File: config.mk
export PLATFORM = sky130hd
export DESIGN_NAME = lelo_temp_seq
export DESIGN_NICKNAME = d
export VERILOG_FILES = /design/src/rtl/lelo_temp_pkg.sv /design/src/rtl/lelo_temp_avg.sv /design/src/rtl/lelo_temp_seq.sv
export SDC_FILE = /design/constraint.sdc
export NUM_CORES = 1
export LEC_CHECK = 0
export CAP_MARGIN = 40
export CORE_AREA = 2 2 76 78
export DETAILED_ROUTE_END_ITERATION = 12
export DIE_AREA = 0 0 78 80
export PLACE_DENSITY = 0.78
export SYNTH_ARGS = -nofsm -noshare
export SYNTH_HDL_FRONTEND = slang
export SYNTH_SLANG_ARGS = --single-unit
File: constraint.sdc
create_clock -name clk -period 5.1 [get_ports clk]
set_input_delay 1.02 -clock clk [delete_from_list [all_inputs] [get_ports clk]]
set_output_delay 1.02 -clock clk [all_outputs]
set_load 0.02 [all_outputs]
File: src/rtl/lelo_temp_pkg.sv
// lelo_temp_pkg: shared definitions for the lelo temperature-sensor sequencer.
// Holds the default sizing constants, the sequencer state type and a helper
// that returns how many clk edges separate a start edge from the cycle in
// which result_valid is high.
`timescale 1ns/1ps
package lelo_temp_pkg;

    localparam int LELO_CNT_W         = 11;
    localparam int LELO_WIN_W         = 8;
    localparam int LELO_AVG_LOG2      = 2;
    localparam int LELO_WARM_CYCLES   = 2;
    localparam int LELO_SETTLE_CYCLES = 2;

    typedef enum logic [2:0] {
        ST_IDLE    = 3'd0,
        ST_WARMUP  = 3'd1,
        ST_MEASURE = 3'd2,
        ST_STOP    = 3'd3,
        ST_CAPTURE = 3'd4,
        ST_DONE    = 3'd5
    } lelo_temp_state_t;

    // A window length of zero behaves as one cycle.
    function automatic int lelo_temp_latency(input int avg_log2, input int warm,
                                             input int win, input int settle);
        int win_eff;
        win_eff = (win == 0) ? 1 : win;
        return (1 << avg_log2) * (warm + win_eff + settle + 1) + 1;
    endfunction

endpackage

File: src/rtl/lelo_temp_avg.sv
// lelo_temp_avg: window accumulator for the temperature sequencer.
// Sums one captured count per window, tracks which window of the current
// result is being captured and remembers whether any window read all-ones.
// Ports:
//   clk, rst_n  clock and asynchronous active-low reset
//   clr         restart accumulation for a new result
//   add         add din to the sum and advance the window index
//   din         captured oscillator count
//   mean        sum divided by 2^AVG_LOG2 (truncating)
//   sat_acc     at least one window of this result read all-ones
//   last        current window is the final one of the result
`timescale 1ns/1ps
module lelo_temp_avg
    import lelo_temp_pkg::*;
#(
    parameter int CNT_W    = LELO_CNT_W,
    parameter int AVG_LOG2 = LELO_AVG_LOG2
) (
    input  logic             clk,
    input  logic             rst_n,
    input  logic             clr,
    input  logic             add,
    input  logic [CNT_W-1:0] din,
    output logic [CNT_W-1:0] mean,
    output logic             sat_acc,
    output logic             last
);

    // Two extra bits absorb the sum of 2^AVG_LOG2 full-scale counts.
    logic [CNT_W+AVG_LOG2-1:0] acc_r;
    logic [AVG_LOG2-1:0]       idx_r;
    logic                      sat_acc_r;

    // Accumulator, window index and saturation flag.
    always_ff @(posedge clk or negedge rst_n) begin
        if (!rst_n) begin
            acc_r     <= '0;
            idx_r     <= '0;
            sat_acc_r <= 1'b0;
        end else if (clr) begin
            acc_r     <= '0;
            idx_r     <= '0;
            sat_acc_r <= 1'b0;
        end else if (add) begin
            acc_r <= acc_r + {{AVG_LOG2{1'b0}}, din};
            if (din == {CNT_W{1'b1}}) begin
                sat_acc_r <= 1'b1;
            end
            if (!last) begin
                idx_r <= idx_r + 1'b1;
            end
        end
    end

    assign last    = (idx_r == {AVG_LOG2{1'b1}});
    assign mean    = acc_r[CNT_W+AVG_LOG2-1:AVG_LOG2];
    assign sat_acc = sat_acc_r;

endmodule

File: src/rtl/lelo_temp_seq.sv
// lelo_temp_seq: measurement sequencer for the lelo temperature sensor.
// Per window: warm the ring oscillator with its counter held clear, let it
// count for the latched window length, stop it, wait for the count to settle,
// then capture. 2^AVG_LOG2 windows are averaged into one result.
// Ports:
//   clk, rst_n    32768 Hz clock, asynchronous active-low reset
//   start         request one result (accepted only when idle)
//   continuous    restart automatically after each result
//   abort         return to idle at the next edge, overrides everything
//   win_len       window length in clk cycles, 0 acts as 1
//   cnt_in        oscillator counter, stable while osc_en is low
//   osc_en        oscillator enable
//   cnt_clr       oscillator counter clear
//   busy          sequencer not idle
//   result        averaged count, held between results
//   result_valid  one-cycle pulse when result updates
//   sat           some window of the last result read all-ones
`timescale 1ns/1ps
module lelo_temp_seq
    import lelo_temp_pkg::*;
#(
    parameter int CNT_W         = LELO_CNT_W,
    parameter int WIN_W         = LELO_WIN_W,
    parameter int AVG_LOG2      = LELO_AVG_LOG2,
    parameter int WARM_CYCLES   = LELO_WARM_CYCLES,
    parameter int SETTLE_CYCLES = LELO_SETTLE_CYCLES
) (
    input  logic             clk,
    input  logic             rst_n,
    input  logic             start,
    input  logic             continuous,
    input  logic             abort,
    input  logic [WIN_W-1:0] win_len,
    input  logic [CNT_W-1:0] cnt_in,
    output logic             osc_en,
    output logic             cnt_clr,
    output logic             busy,
    output logic [CNT_W-1:0] result,
    output logic             result_valid,
    output logic             sat
);

    // Timer holds "cycles remaining minus one" for the current phase.
    localparam logic [WIN_W-1:0] WARM_LOAD   = WIN_W'(WARM_CYCLES - 1);
    localparam logic [WIN_W-1:0] SETTLE_LOAD = WIN_W'(SETTLE_CYCLES - 1);

    lelo_temp_state_t state_r, state_nx_s;
    logic [WIN_W-1:0] timer_r, timer_nx_s;
    logic [WIN_W-1:0] win_lat_r;
    logic [WIN_W-1:0] win_load_s;
    logic [CNT_W-1:0] result_r;
    logic             result_valid_r;
    logic             sat_r;
    logic             avg_clr_s, avg_add_s, latch_s, done_s;
    logic [CNT_W-1:0] avg_mean_s;
    logic             avg_sat_s, avg_last_s;

    assign win_load_s = (win_lat_r == '0) ? '0 : (win_lat_r - 1'b1);

    lelo_temp_avg #(
        .CNT_W    (CNT_W),
        .AVG_LOG2 (AVG_LOG2)
    ) u_avg (
        .clk     (clk),
        .rst_n   (rst_n),
        .clr     (avg_clr_s),
        .add     (avg_add_s),
        .din     (cnt_in),
        .mean    (avg_mean_s),
        .sat_acc (avg_sat_s),
        .last    (avg_last_s)
    );

    // Next-state, phase timer and accumulator control.
    always_comb begin
        state_nx_s = state_r;
        timer_nx_s = timer_r;
        avg_clr_s  = 1'b0;
        avg_add_s  = 1'b0;
        latch_s    = 1'b0;
        done_s     = 1'b0;
        if (abort) begin
            state_nx_s = ST_IDLE;
            timer_nx_s = '0;
        end else begin
            case (state_r)
                ST_IDLE: begin
                    if (start) begin
                        state_nx_s = ST_WARMUP;
                        timer_nx_s = WARM_LOAD;
                        avg_clr_s  = 1'b1;
                        latch_s    = 1'b1;
                    end else begin
                        state_nx_s = ST_IDLE;
                    end
                end
                ST_WARMUP: begin
                    if (timer_r == '0) begin
                        state_nx_s = ST_MEASURE;
                        timer_nx_s = win_load_s;
                    end else begin
                        timer_nx_s = timer_r - 1'b1;
                    end
                end
                ST_MEASURE: begin
                    if (timer_r == '0) begin
                        state_nx_s = ST_STOP;
                        timer_nx_s = SETTLE_LOAD;
                    end else begin
                        timer_nx_s = timer_r - 1'b1;
                    end
                end
                ST_STOP: begin
                    if (timer_r == '0) begin
                        state_nx_s = ST_CAPTURE;
                    end else begin
                        timer_nx_s = timer_r - 1'b1;
                    end
                end
                ST_CAPTURE: begin
                    avg_add_s = 1'b1;
                    if (avg_last_s) begin
                        state_nx_s = ST_DONE;
                    end else begin
                        state_nx_s = ST_WARMUP;
                        timer_nx_s = WARM_LOAD;
                    end
                end
                ST_DONE: begin
                    done_s = 1'b1;
                    if (continuous) begin
                        state_nx_s = ST_WARMUP;
                        timer_nx_s = WARM_LOAD;
                        avg_clr_s  = 1'b1;
                        latch_s    = 1'b1;
                    end else begin
                        state_nx_s = ST_IDLE;
                    end
                end
                default: begin
                    state_nx_s = ST_IDLE;
                    timer_nx_s = '0;
                end
            endcase
        end
    end

    // State, timer, latched window length and result registers.
    always_ff @(posedge clk or negedge rst_n) begin
        if (!rst_n) begin
            state_r        <= ST_IDLE;
            timer_r        <= '0;
            win_lat_r      <= '0;
            result_r       <= '0;
            sat_r          <= 1'b0;
            result_valid_r <= 1'b0;
        end else begin
            state_r        <= state_nx_s;
            timer_r        <= timer_nx_s;
            result_valid_r <= done_s;
            if (latch_s) begin
                win_lat_r <= win_len;
            end
            if (done_s) begin
                result_r <= avg_mean_s;
                sat_r    <= avg_sat_s;
            end
        end
    end

    assign osc_en       = (state_r == ST_WARMUP) || (state_r == ST_MEASURE);
    assign cnt_clr      = (state_r == ST_IDLE) || (state_r == ST_WARMUP);
    assign busy         = (state_r != ST_IDLE);
    assign result       = result_r;
    assign result_valid = result_valid_r;
    assign sat          = sat_r;

endmodule

# Word level (Yosys, flattened, before mapping)
# Index checks and enable logic that the tools add are counted.
# Widths: inputs -> output; s select.
# word_totals
regBits	48
in_bits	24
output_inout_bits	16
elab_cells	73
# op_classes
n_addsub	4
n_eq_ne	15
n_mux	33
n_reduce_logical	12
# op_table
cell	count
$mux 8	8
$pmux 8 s6	1
$mux 13	2
$ne 3x3->1 const B	7
$pmux 3 s6	1
$logic_not 8->1	2
$sub 8x1->8 const B	2
$mux 3	5
$add 13x11->13	1
$mux 1	12
$eq 11x11->1 const B	1
$eq 3x2->1 const B	2
$eq 3x3->1 const B	2
$mux 2	3
$reduce_and 2->1	2
$reduce_and 4->1	1
$reduce_bool 2->1	2
$eq 3x1->1 const B	1
$logic_not 3->1	1
$reduce_and 3->1	1
$reduce_bool 3->1	1
$add 2x1->2 const B	1
$eq 2x2->1 const B	1
$logic_or 1x1->1	2
2 further kinds	2

# Depth between registers and ports, before layout
# Gate-level depths: netlist of the first run.
# depth
word_depth	5
mapped_depth	8
ltp_nobuf	7

# Modules after synthesis
# Synthesis of the first run repeated with hierarchy kept, for this count alone.
# hier_totals
hier_cells	314
area_unflattened_um2	3158.0
# by_module_without_submodules
module	instances	cells_per_inst	area_per_inst_um2	seq_area_each_um2
lelo_temp_seq	1	165	1826.8	800.8
lelo_temp_avg	1	149	1331.3	400.4

# Worst setup path before layout of the first run
# OpenSTA, ideal clock, no wires.
# synth_timing
path_kind	input to register
start	input start
end	register win_lat_r[5]
setup_time_ns	0.125
arrival_time_ns	2.525
required_time_ns	4.975
slack_ns	2.450
cell_stages	5
n_path_buf	1
path_cell_list	or3b_2 -> a21oi_1 -> and2_1 -> buf_4 -> mux2_2
# synth_between
elab_chain_cells	3
# synth_rtl
item	line_no	rtl
start: declaration	lelo_temp_seq.sv:30	input logic start,
$mux 1	lelo_temp_seq.sv:88	if (start) begin
$pmux 1 s2	lelo_temp_seq.sv:86	case (state_r)
$mux 1	lelo_temp_seq.sv:82	if (abort) begin
end signal: assignment	lelo_temp_seq.sv:162	win_lat_r <= win_len;
end: declaration	lelo_temp_seq.sv:49	logic [WIN_W-1:0] win_lat_r;
# No other way between the ends.
# A chain may end at the register's enable or synchronous reset.

# Worst setup path in the final report of the first run
# layout_timing
start	input start
end	register win_lat_r[3]
# Same word-level chain as after synthesis.

==> metrics.md, run 1 <==
| Metric | Value |
|---|---|
| Status | completed |
| Setup ws final | 1.924 ns |
| Final worst-path cycle share | 62.28% |
| Critical Path RT | 5.29 ns |
| Postcts setup bufs | 0 |
| Post-route cell area | 3457 um2 |
| Max_cap viols | 0 |
| Top cell type by total area after synthesis | dfrtp_1 |
| Clock Latency Late Sink | 0.30 ns |
| Max Fanout on Critical Path | 13 |
| Tot GR Track Use | 22.20% |
| Seq/Total Area, Yosys | 41.45% |
| Antenna diode count | 0 |
| Vias in the first global route | 2267 |
| Final Hold Fails | 0 |
| Die width | 78 um |
| Detailed Route Iter0 Violations | 130 |
| Count leader, synth | dfrtp_1 |
| RSZ-0062 raised after global routing | false |
| Clock skew | 0.004317 ns |
| Max_slew headroom | 55.65% |
| Core area | 5405 um2 |
| DRC | 0 |
| DP Worst Slack | 1.629 ns |
| Kind of critical path | primary input to register |
| Yosys top cell area share | 41.45% |
| Placed cell count | 394 |
| Worst ir drop on vdd | 0.2079 mV |
| Post-cts resize count | 0 |
| Largest net degree at the start of global routing | 34 |
| Initial core utilization | 53.61% |
| Non-filler instance count after layout | 402 |
| Avg Inst Size Synth | 9.958 um2 |
| Via density | 5.794 |
| Fin Hold WS | 0.5044 ns |
| DP Area | 3363 um2 |
| Compound-Gate Fraction of Synth Area | 19.00% |
| DRT antenna net count | 0 |
| Post-synth EDFFs | 0 |
| Sum Neg Setup Slack | 0 ns |
| Full die area | 6240 um2 |
| CTS Hold Bufs | 0 |
| Yosys warning total | 0 |
| DPL Wire Length | 4787 um |
| Total Power | 1.633 mW |
| Final setup fails | 0 |
| RD Place Congestion | 0.8345 |
| GRT overflow | 0 |
| Startpoint types | primary input |
| CTS tree | done |
| Main combinational cell family by area after synthesis | compound AO/OA/AOI/OAI gates |
| H-tree Lvls | 2 |
| Mapped Nets | 332 |
| Final WL | 6430 um |
| Crit path DAT | 3.37 ns |
| Fill cells | 454 |
| Final Util | 63.96% |
| I/O pins | 40 |
| Layout Nets | 370 |
| Synth area leaders | dfrtp_1 41%, mux2_2 7.4%, ha_1 6.9% |
| FFs w/ async S/R, synth | 100.0% |
| Post-Synth XOR/XNOR Area | 6.045% |
| Least-Margin Pin Slew | 0.6652 ns |
| Power Density | 472.4 nW/um2 |
| Global-route wire length before repair | 10910 um |
| Floorplan row count | 27 |
| Worst-path clk slew | 0.09 ns |
| CP endpoint kind | register |
| Static Leak | 1.517 nW |
| Primary FF master, synth | dfrtp_1 |
| Post-synthesis adder-cell area fraction | 7.599% |
| CTS Sinks | 48 |
| Die Y-Extent | 80 um |
| Post-synthesis mux area share | 7.729% |
| TritonCTS Buffers | 5 |
| Via Count | 2329 |
| Tightest Hold Check Type | register to register |
| Initial DRT Pass Iterations | 4 |
| Antenna violations before repair | 0 |
| Post-route minimum period | 3.176 ns |
| Count of final max-slew check failures | 0 |
| Synth cell count leaders | 48 x dfrtp_1, 24 x nand2_1, 19 x mux2_2, 17 x a21oi_1, 17 x o21ai_0 |
| Post-Synth Simple-Gate Area | 14.64% |
| Synth Instances | 291 |
| R2R setup slack | 2.52 ns |
| Deepest clock path buffer count | 2 |
| Synth Register Bits | 48 |
| IO Port Bufs | 39 |
| DR WL/cell | 16.00 um |
| Fmax | 0.3148 GHz |
| CTS root buf | clkbuf_8 |
| Synth cell types | 55 |
| Layout cells sized above 1 | 11.21% |
| Layout area overhead | 19.30% |
| Post-synthesis cell area | 2898 um2 |
## state kept, by name, summed over array words and instances (netlist names)
| signal | count |
|---|---|
| result | 11 |
| result_valid | 1 |
| sat | 1 |
| state_r | 3 |
| timer_r | 8 |
| u_avg.acc_r | 13 |
| u_avg.idx_r | 2 |
| u_avg.sat_acc | 1 |
| win_lat_r | 8 |
## cells by family after synthesis
family | after synthesis
AOI/OAI and AO/OA | 82
and+or+nand+nor | 79
DFF | 48
buffers and inverters | 25
xor gates and xnor gates | 20
adders and majority gates | 17
muxes | 20
## metal layers
metal	GRT usage (%)	up-vias	wire, um
li1	-	1143	-
met1	31.09	1145	3143
met2	35.52	34	3020
met3	3.846	7	197
met4	6.491	0	69
met5	0	-	0
## worst paths after layout
check,start,end,cells after the start
max,start,win_lat_r[3],5
min,u_avg.idx_r[0],u_avg.idx_r[0],1
max reg2reg,state_r[0],win_lat_r[3],4
min reg2reg,u_avg.idx_r[0],u_avg.idx_r[0],1
max in group asynchronous,rst_n,win_lat_r[1],2
min in group asynchronous,rst_n,result[1],1
## worst max-delay path: stages
cell,delay (ns)
clkdlybuf4s50_1,0.50
or3b_2,0.45
a21oi_1,0.47
and2_1,0.53
mux2_2,0.39
## power by group
part	internal (mW)	switching [mW]	total, mW	leakage, nW
registers	0.467	0.128	0.595	0.645
logic	0.385	0.415	0.800	0.827
clock network	0.110	0.128	0.238	0.0445
total	0.962	0.671	1.63	1.52
## placed cells by master (no fill, tap or decap), drive strengths merged, types with 6 or more instances in the layout
| cell type | instances |
|---|---|
| dfrtp | 48 |
| clkdlybuf4s50 | 38 |
| nand2 | 25 |
| mux2 | 19 |
| a21oi | 18 |
| o21ai | 17 |
| nor2 | 16 |
| ha | 16 |
| inv | 15 |
| xnor2 | 11 |
| xor2 | 9 |
| nand3 | 7 |
| a22o | 7 |
| clkbuf | 7 |
| nor3 | 6 |
## cell type report
type | count | area (um2) | area share [%]
multi-input combinational | 218 | 1599 | 46.25
sequential | 48 | 1201 | 34.74
timing repair buffer | 41 | 416.7 | 12.05
tap | 72 | 90.09 | 2.606
clock buffer | 7 | 86.33 | 2.497
inverter | 15 | 56.30 | 1.629
clock inverter | 1 | 7.507 | 0.2172
No activity file was read; power rests on OpenSTA's default activity.
==> inputs of run 2 (changes only) <==
==> constraint.sdc (replaced) <==
create_clock -name clk -period 3.19 [get_ports clk]
set_input_delay 0.638 -clock clk [delete_from_list [all_inputs] [get_ports clk]]
set_output_delay 0.638 -clock clk [all_outputs]
set_load 0.02 [all_outputs]
==> run 2 against run 1 <==
Clock skew is 0.0094 ns higher. Largest cell class unchanged. Final cell count is 0.75% higher. Flip-flop and latch count unchanged. Critical path depth increased by 3. Highest routed layer unchanged. Via count shrank 0.34%. Sequential power rose by 59%.
==> metrics.md, run 2 (synthesized netlist as in run 1, its figures left out) <==
| Metric | Value |
|---|---|
| Sum Neg Setup Slack | 0 ns (unchanged) |
| CTS root buf | clkbuf_8 |
| Max Fanout on Critical Path | 3 (-10) |
| Layout Nets | 373 (+0.81%) |
| Clock skew | 0.01374 ns (+0.009428 ns) |
| TritonCTS Buffers | 5 (unchanged) |
| RSZ-0062 raised after global routing | false |
| Crit path DAT | 2.85 ns (-0.52 ns) |
| Fin Hold WS | 0.2480 ns (-0.2563 ns) |
| Buffers & Inverters on Critical Path | 1 (unchanged) |
| Global-route wire length before repair | 11170 um (+2.4%) |
| Placed cell count | 397 (+0.76%) |
| CP max stage delay | 0.44 ns (-0.09 ns) |
| Reg2Reg Depth | 7 (+3) |
| H-tree Lvls | 2 (unchanged) |
| DPL Wire Length | 4917 um (+2.7%) |
| Post-route minimum period | 2.674 ns |
| Final setup fails | 0 (unchanged) |
| Post-route cell area | 3476 um2 (+0.54%) |
| Slowest cell on crit path | fa_1 |
| IO Port Bufs | 39 (unchanged) |
| Via density | 5.731 (-1.1%) |
| Fill cells | 462 (+1.8%) |
| Most frequent cells in the layout | 48 x dfrtp_1, 38 x clkdlybuf4s50_1, 24 x nand2_1, 19 x mux2_2 |
| Tightest Hold Check Type | primary input to async pin |
| Core area | 5405 um2 (unchanged) |
| Die Y-Extent | 80 um (unchanged) |
| Worst r2r src | timer_r[0] |
| Layout area overhead | 19.95% |
| Postcts setup bufs | 0 (unchanged) |
| R2R setup slack | 0.85 ns (-1.67 ns) |
| Clock Latency Late Sink | 0.30 ns (about the same) |
| Fmax | 0.3740 GHz |
| Power Density | 753.9 nW/um2 (+60%) |
| Vias in the first global route | 2303 (+1.6%) |
| Post-cts resize count | 0 (unchanged) |
| Initial core utilization | 53.61% (unchanged) |
| Worst flop-to-flop path endpoint | timer_r[6] |
| Status | completed |
| Setup ws final | 0.5165 ns (-1.407 ns) |
| I/O pins | 40 (unchanged) |
| DR WL/cell | 15.85 um (-0.91%) |
| DP Area | 3382 um2 (+0.56%) |
| Static Leak | 1.531 nW (+0.89%) |
| Startpoint types | primary input |
| Final Hold Fails | 0 (unchanged) |
| Max FFs per register | 13 (unchanged) |
| CTS Hold Bufs | 0 (unchanged) |
| Worst ir drop on vdd | 0.4087 mV (+97%) |
| Max_cap viols | 0 (unchanged) |
| Full die area | 6240 um2 (unchanged) |
| Final worst-path cycle share | 83.81% |
| DP Worst Slack | 0.2514 ns (-1.378 ns) |
| Floorplan row count | 27 (unchanged) |
| Antenna diode count | 0 (unchanged) |
| Detailed Route Iter0 Violations | 173 (+33%) |
| Layout cells sized above 1 | 12.01% (+0.80 points) |
| GRT overflow | 0 (unchanged) |
| CP Cell Sequence | clkdlybuf4s50_1 > ha_1 > fa_1 > a211oi_1 > o211ai_1 > a41oi_1 > xor2_1 > o21ai_0 |
| Kind of critical path | primary input to register |
| Antenna violations before repair | 0 (unchanged) |
| Count of final max-slew check failures | 0 (unchanged) |
| Final WL | 6419 um (-0.17%) |
| RD Place Congestion | 0.8382 (+0.44%) |
| Largest Register | u_avg.acc_r |
| Cell family with most CP delay | compound AO/OA/AOI/OAI gates |
| Commonest non-fill, non-tap cell in the layout | dfrtp_1 |
| Critical Path RT | 3.37 ns (-1.92 ns) |
| CTS tree | done |
| Die width | 78 um (unchanged) |
| Deepest clock path buffer count | 2 (unchanged) |
| CTS Sinks | 48 (unchanged) |
| Max_slew headroom | 63.18% (+7.5 points) |
| Tot GR Track Use | 22.49% (+0.30 points) |
| Least-Margin Pin Slew | 0.5481 ns (-0.1171 ns) |
| Worst-path clk slew | 0.10 ns (about the same) |
| Largest net degree at the start of global routing | 34 (unchanged) |
| DRC | 0 (unchanged) |
| Initial DRT Pass Iterations | 4 (unchanged) |
| Via Count | 2321 (-0.34%) |
| DRT antenna net count | 0 (unchanged) |
| CP endpoint kind | register |
| Critical path startpoint | cnt_in[0] |
| Non-filler instance count after layout | 405 (+0.75%) |
-- run 2: worst register-to-register path, delay by kind of cell (launching register included) --
kind                       cells  cell delay [ns]
AOI/OAI and AO/OA              2             0.45
adders and majority gates      1             0.13
buffers and inverters          1             0.10
DFF                            1             0.44
and+or+nand+nor                3             1.18
-- run 2: metrics by stage --
step,util [%],power (mW)
floorplan,-,1.913
global placement,62.20,2.180
detailed placement,62.57,2.237
CTS,64.31,2.624
global route,64.31,2.818
finish,64.31,2.620
-- run 2: how the worst max path moves through the flow --
stage / slack, ns / cells after the start / end
CTS: 0.53 / 8 / u_avg.acc_r[10]
global placement: 0.33 / 8 / u_avg.acc_r[10]
detailed placement: 0.25 / 8 / u_avg.acc_r[10]
floorplan: 0.92 / 5 / win_lat_r[5]
global route: 0.35 / 8 / u_avg.acc_r[10]
finish: 0.52 / 8 / u_avg.acc_r[10]
-- run 2: where the power goes --
part / internal (mW) / switching, mW / leakage [nW]
sequential: 0.747 / 0.202 / 0.645
combinational: 0.624 / 0.668 / 0.841
clock: 0.177 / 0.204 / 0.0445
total: 1.55 / 1.07 / 1.53
-- run 2: cell type report --
class                   count  area, um2  share of cell area [%]
flip-flops and latches     48       1201                   34.56
clock buffers               7      86.33                   2.484
multi-input cells         218       1599                   46.00
repair buffers             44      435.4                   12.53
well taps                  72      90.09                   2.592
clock inverters             1      7.507                  0.2160
inverters                  15      56.30                   1.620
-- run 2: routing by layer --
metal	up-vias	part of all wire [%]	track usage, %
met5	-	0	0
met4	0	1.4	6.842
met3	11	3.3	3.959
met2	50	47	35.86
met1	1104	48	31.42
li1	1156	-	-
==> inputs of run 3 (changes only) <==
==> constraint.sdc (replaced) <==
create_clock -name clk -period 2.8 [get_ports clk]
set_input_delay 0.56 -clock clk [delete_from_list [all_inputs] [get_ports clk]]
set_output_delay 0.56 -clock clk [all_outputs]
set_load 0.02 [all_outputs]
==> run 3 against run 2 <==
Final cell count up 0.74%. Core utilization rose by 1.0 points. Global-route usage fell by 0.69 points. Combinational power rose by 14%. Highest routed layer unchanged. Die area unchanged. Register-to-register slack worse by 0.38 ns. Via count down 0.52%. Non-clock buffer count rose by 3.
==> metrics.md, run 3 (synthesized netlist as in run 1, its figures left out) <==
| Metric | Value |
|---|---|
| Status | completed |
| I/O pins | 40 (unchanged) |
| Antenna diode count | 0 (unchanged) |
| Crit path DAT | 2.68 ns (-0.17 ns) |
| CTS Hold Bufs | 0 (unchanged) |
| Via Count | 2309 (-0.52%) |
| Tot GR Track Use | 21.80% (-0.69 points) |
| Layout cells sized above 1 | 13.10% (+1.1 points) |
| NetSw | 1.212 mW (+13%) |
| CTS tree | done |
| DR WL/cell | 15.74 um (-0.72%) |
| CP endpoint kind | register |
| Most frequent cells in the layout | 48 x dfrtp_1, 38 x clkdlybuf4s50_1, 24 x nand2_1, 19 x mux2_2 |
| Sequential cell area | 1201 um2 (unchanged) |
| Max FFs per register | 13 (unchanged) |
| H-tree Lvls | 2 (unchanged) |
| Slowest cell on crit path | clkdlybuf4s50_1 |
| P_int | 1.889 mW (+22%) |
| Static Leak | 1.564 nW (+2.2%) |
| DRT antenna net count | 0 (unchanged) |
| Die width | 78 um (unchanged) |
| Logic gate share of total power | 47.5% (-1.8 points) |
| Tightest Hold Check Type | primary input to async pin |
| Clock skew | 0.009126 ns (-0.004619 ns) |
| CP Cell Sequence | clkdlybuf4s50_1 > ha_1 > fa_1 > a211oi_1 > o211ai_1 > a41oi_1 > xor2_1 > o21ai_0 |
| Post-cts resize count | 0 (unchanged) |
| Final WL | 6420 um (about the same) |
| Clk pwr share | 17.6% (+3.1 points) |
| Post-route minimum period | 2.503 ns |
| Buffers & Inverters on Critical Path | 1 (unchanged) |
| Commonest non-fill, non-tap cell in the layout | dfrtp_1 |
| Worst ir drop on vdd | 0.5131 mV (+26%) |
| Count of final max-slew check failures | 0 (unchanged) |
| Largest Register | u_avg.acc_r |
| DPL Wire Length | 4660 um (-5.2%) |
| DRC | 0 (unchanged) |
| CP max stage delay | 0.42 ns (-0.02 ns) |
| Fin Hold WS | 0.1915 ns (-0.05650 ns) |
| IO Port Bufs | 39 (unchanged) |
| Antenna violations before repair | 0 (unchanged) |
| Least-Margin Pin Slew | 0.5341 ns (-0.01393 ns) |
| Initial core utilization | 53.61% (unchanged) |
| Switching Share | 39.07% (-1.9 points) |
| Final worst-path cycle share | 89.38% |
| Initial DRT Pass Iterations | 4 (unchanged) |
| Postcts setup bufs | 0 (unchanged) |
| Fill cells | 453 (-1.9%) |
| Max Fanout on Critical Path | 3 (unchanged) |
| Full die area | 6240 um2 (unchanged) |
| Detailed Route Iter0 Violations | 152 (-12%) |
| Startpoint types | primary input |
| Sum Neg Setup Slack | 0 ns (unchanged) |
| Final setup fails | 0 (unchanged) |
| Clock Latency Late Sink | 0.31 ns (about the same) |
| Via density | 5.659 (-1.2%) |
| Die Y-Extent | 80 um (unchanged) |
| Critical Path RT | 2.98 ns (-0.39 ns) |
| RSZ-0062 raised after global routing | false |
| Largest net degree at the start of global routing | 29 (-15%) |
| GRT overflow | 0 (unchanged) |
| Worst-path clk slew | 0.09 ns (about the same) |
| CTS Sinks | 48 (unchanged) |
| Area of the multi-input gates | 1599 um2 (unchanged) |
| Fmax | 0.3996 GHz |
| Final Hold Fails | 0 (unchanged) |
| Cell family with most CP delay | compound AO/OA/AOI/OAI gates |
| Vias in the first global route | 2238 (-2.8%) |
| Sequential share of power | 34.9% (-1.3 points) |
| TritonCTS Buffers | 5 (unchanged) |
| Kind of critical path | primary input to register |
| Layout Nets | 376 (+0.80%) |
| RD Place Congestion | 0.8652 (+3.2%) |
| CTS root buf | clkbuf_8 |
| Core area | 5405 um2 (unchanged) |
| Layout area overhead | 21.85% |
| Global-route wire length before repair | 10760 um (-3.7%) |
| Max_slew headroom | 64.12% (+0.94 points) |
| Max_cap viols | 0 (unchanged) |
| Power Density | 878.2 nW/um2 (+16%) |
| Floorplan row count | 27 (unchanged) |
| Deepest clock path buffer count | 2 (unchanged) |
run 3: cell count changes in the layout (fill, tap and decap cells not counted):
cell,before,now
bufinv_16,0,1
clkbuf_1,1,0
clkinvlp_4,1,0
clkbuf_8,6,7
buf_4,4,7
run 3: final cells by class:
cell class,count,share of cell area (%)
Inverter,15,1.595
Clock inverter,1,0.8505
Tap cell,72,2.551
Clock buffer,7,2.729
Sequential cell,48,34.02
Timing Repair Buffer,47,12.97
Multi-Input combinational cell,218,45.29
run 3: worst paths after layout:
| kind | startpoint | endpoint | slack (ns) | cells past startpoint |
|---|---|---|---|---|
| setup / recovery | cnt_in[0] | u_avg.acc_r[10] | 0.30 | 8 |
| hold / removal | rst_n | result[6] | 0.19 | 1 |
| setup reg to reg | timer_r[0] | timer_r[6] | 0.47 | 7 |
| hold reg to reg | u_avg.idx_r[1] | u_avg.idx_r[1] | 0.51 | 2 |
| max in group asynchronous | rst_n | win_lat_r[5] | 1.86 | 2 |
| min in group clk | u_avg.idx_r[1] | u_avg.idx_r[1] | 0.51 | 2 |
run 3: per-stage QoR:
stage | util [%] | worst slack (ns) | instances | cell area (um2) | power, mW
floorplan | - | 0.6098 | 291 | 2898 | 2.180
global placement | 62.99 | 0.06227 | 400 | 3405 | 2.506
detailed placement | 62.99 | 0.02969 | 400 | 3405 | 2.538
CTS | 65.32 | 0.3395 | 408 | 3531 | 3.101
global route | 65.32 | 0.2275 | 408 | 3531 | 3.328
finish | 65.32 | 0.2974 | 408 | 3531 | 3.101
run 3: layer usage:
layer	track usage, %	vias to the layer above	wire (um)
met3	3.507	7	186
li1	-	1151	-
met5	0	-	0
met1	30.98	1113	3215
met4	5.789	0	71
met2	34.83	38	2946
run 3: power by group through the flow:
stage	registers (mW)	clock network, mW	logic, mW
after detailed placement	1.09	0	1.45
after global routing	1.11	0.581	1.64
final	1.08	0.546	1.47
after floorplan	1.01	0	1.17
after global placement	1.08	0	1.43
after CTS	1.08	0.559	1.46
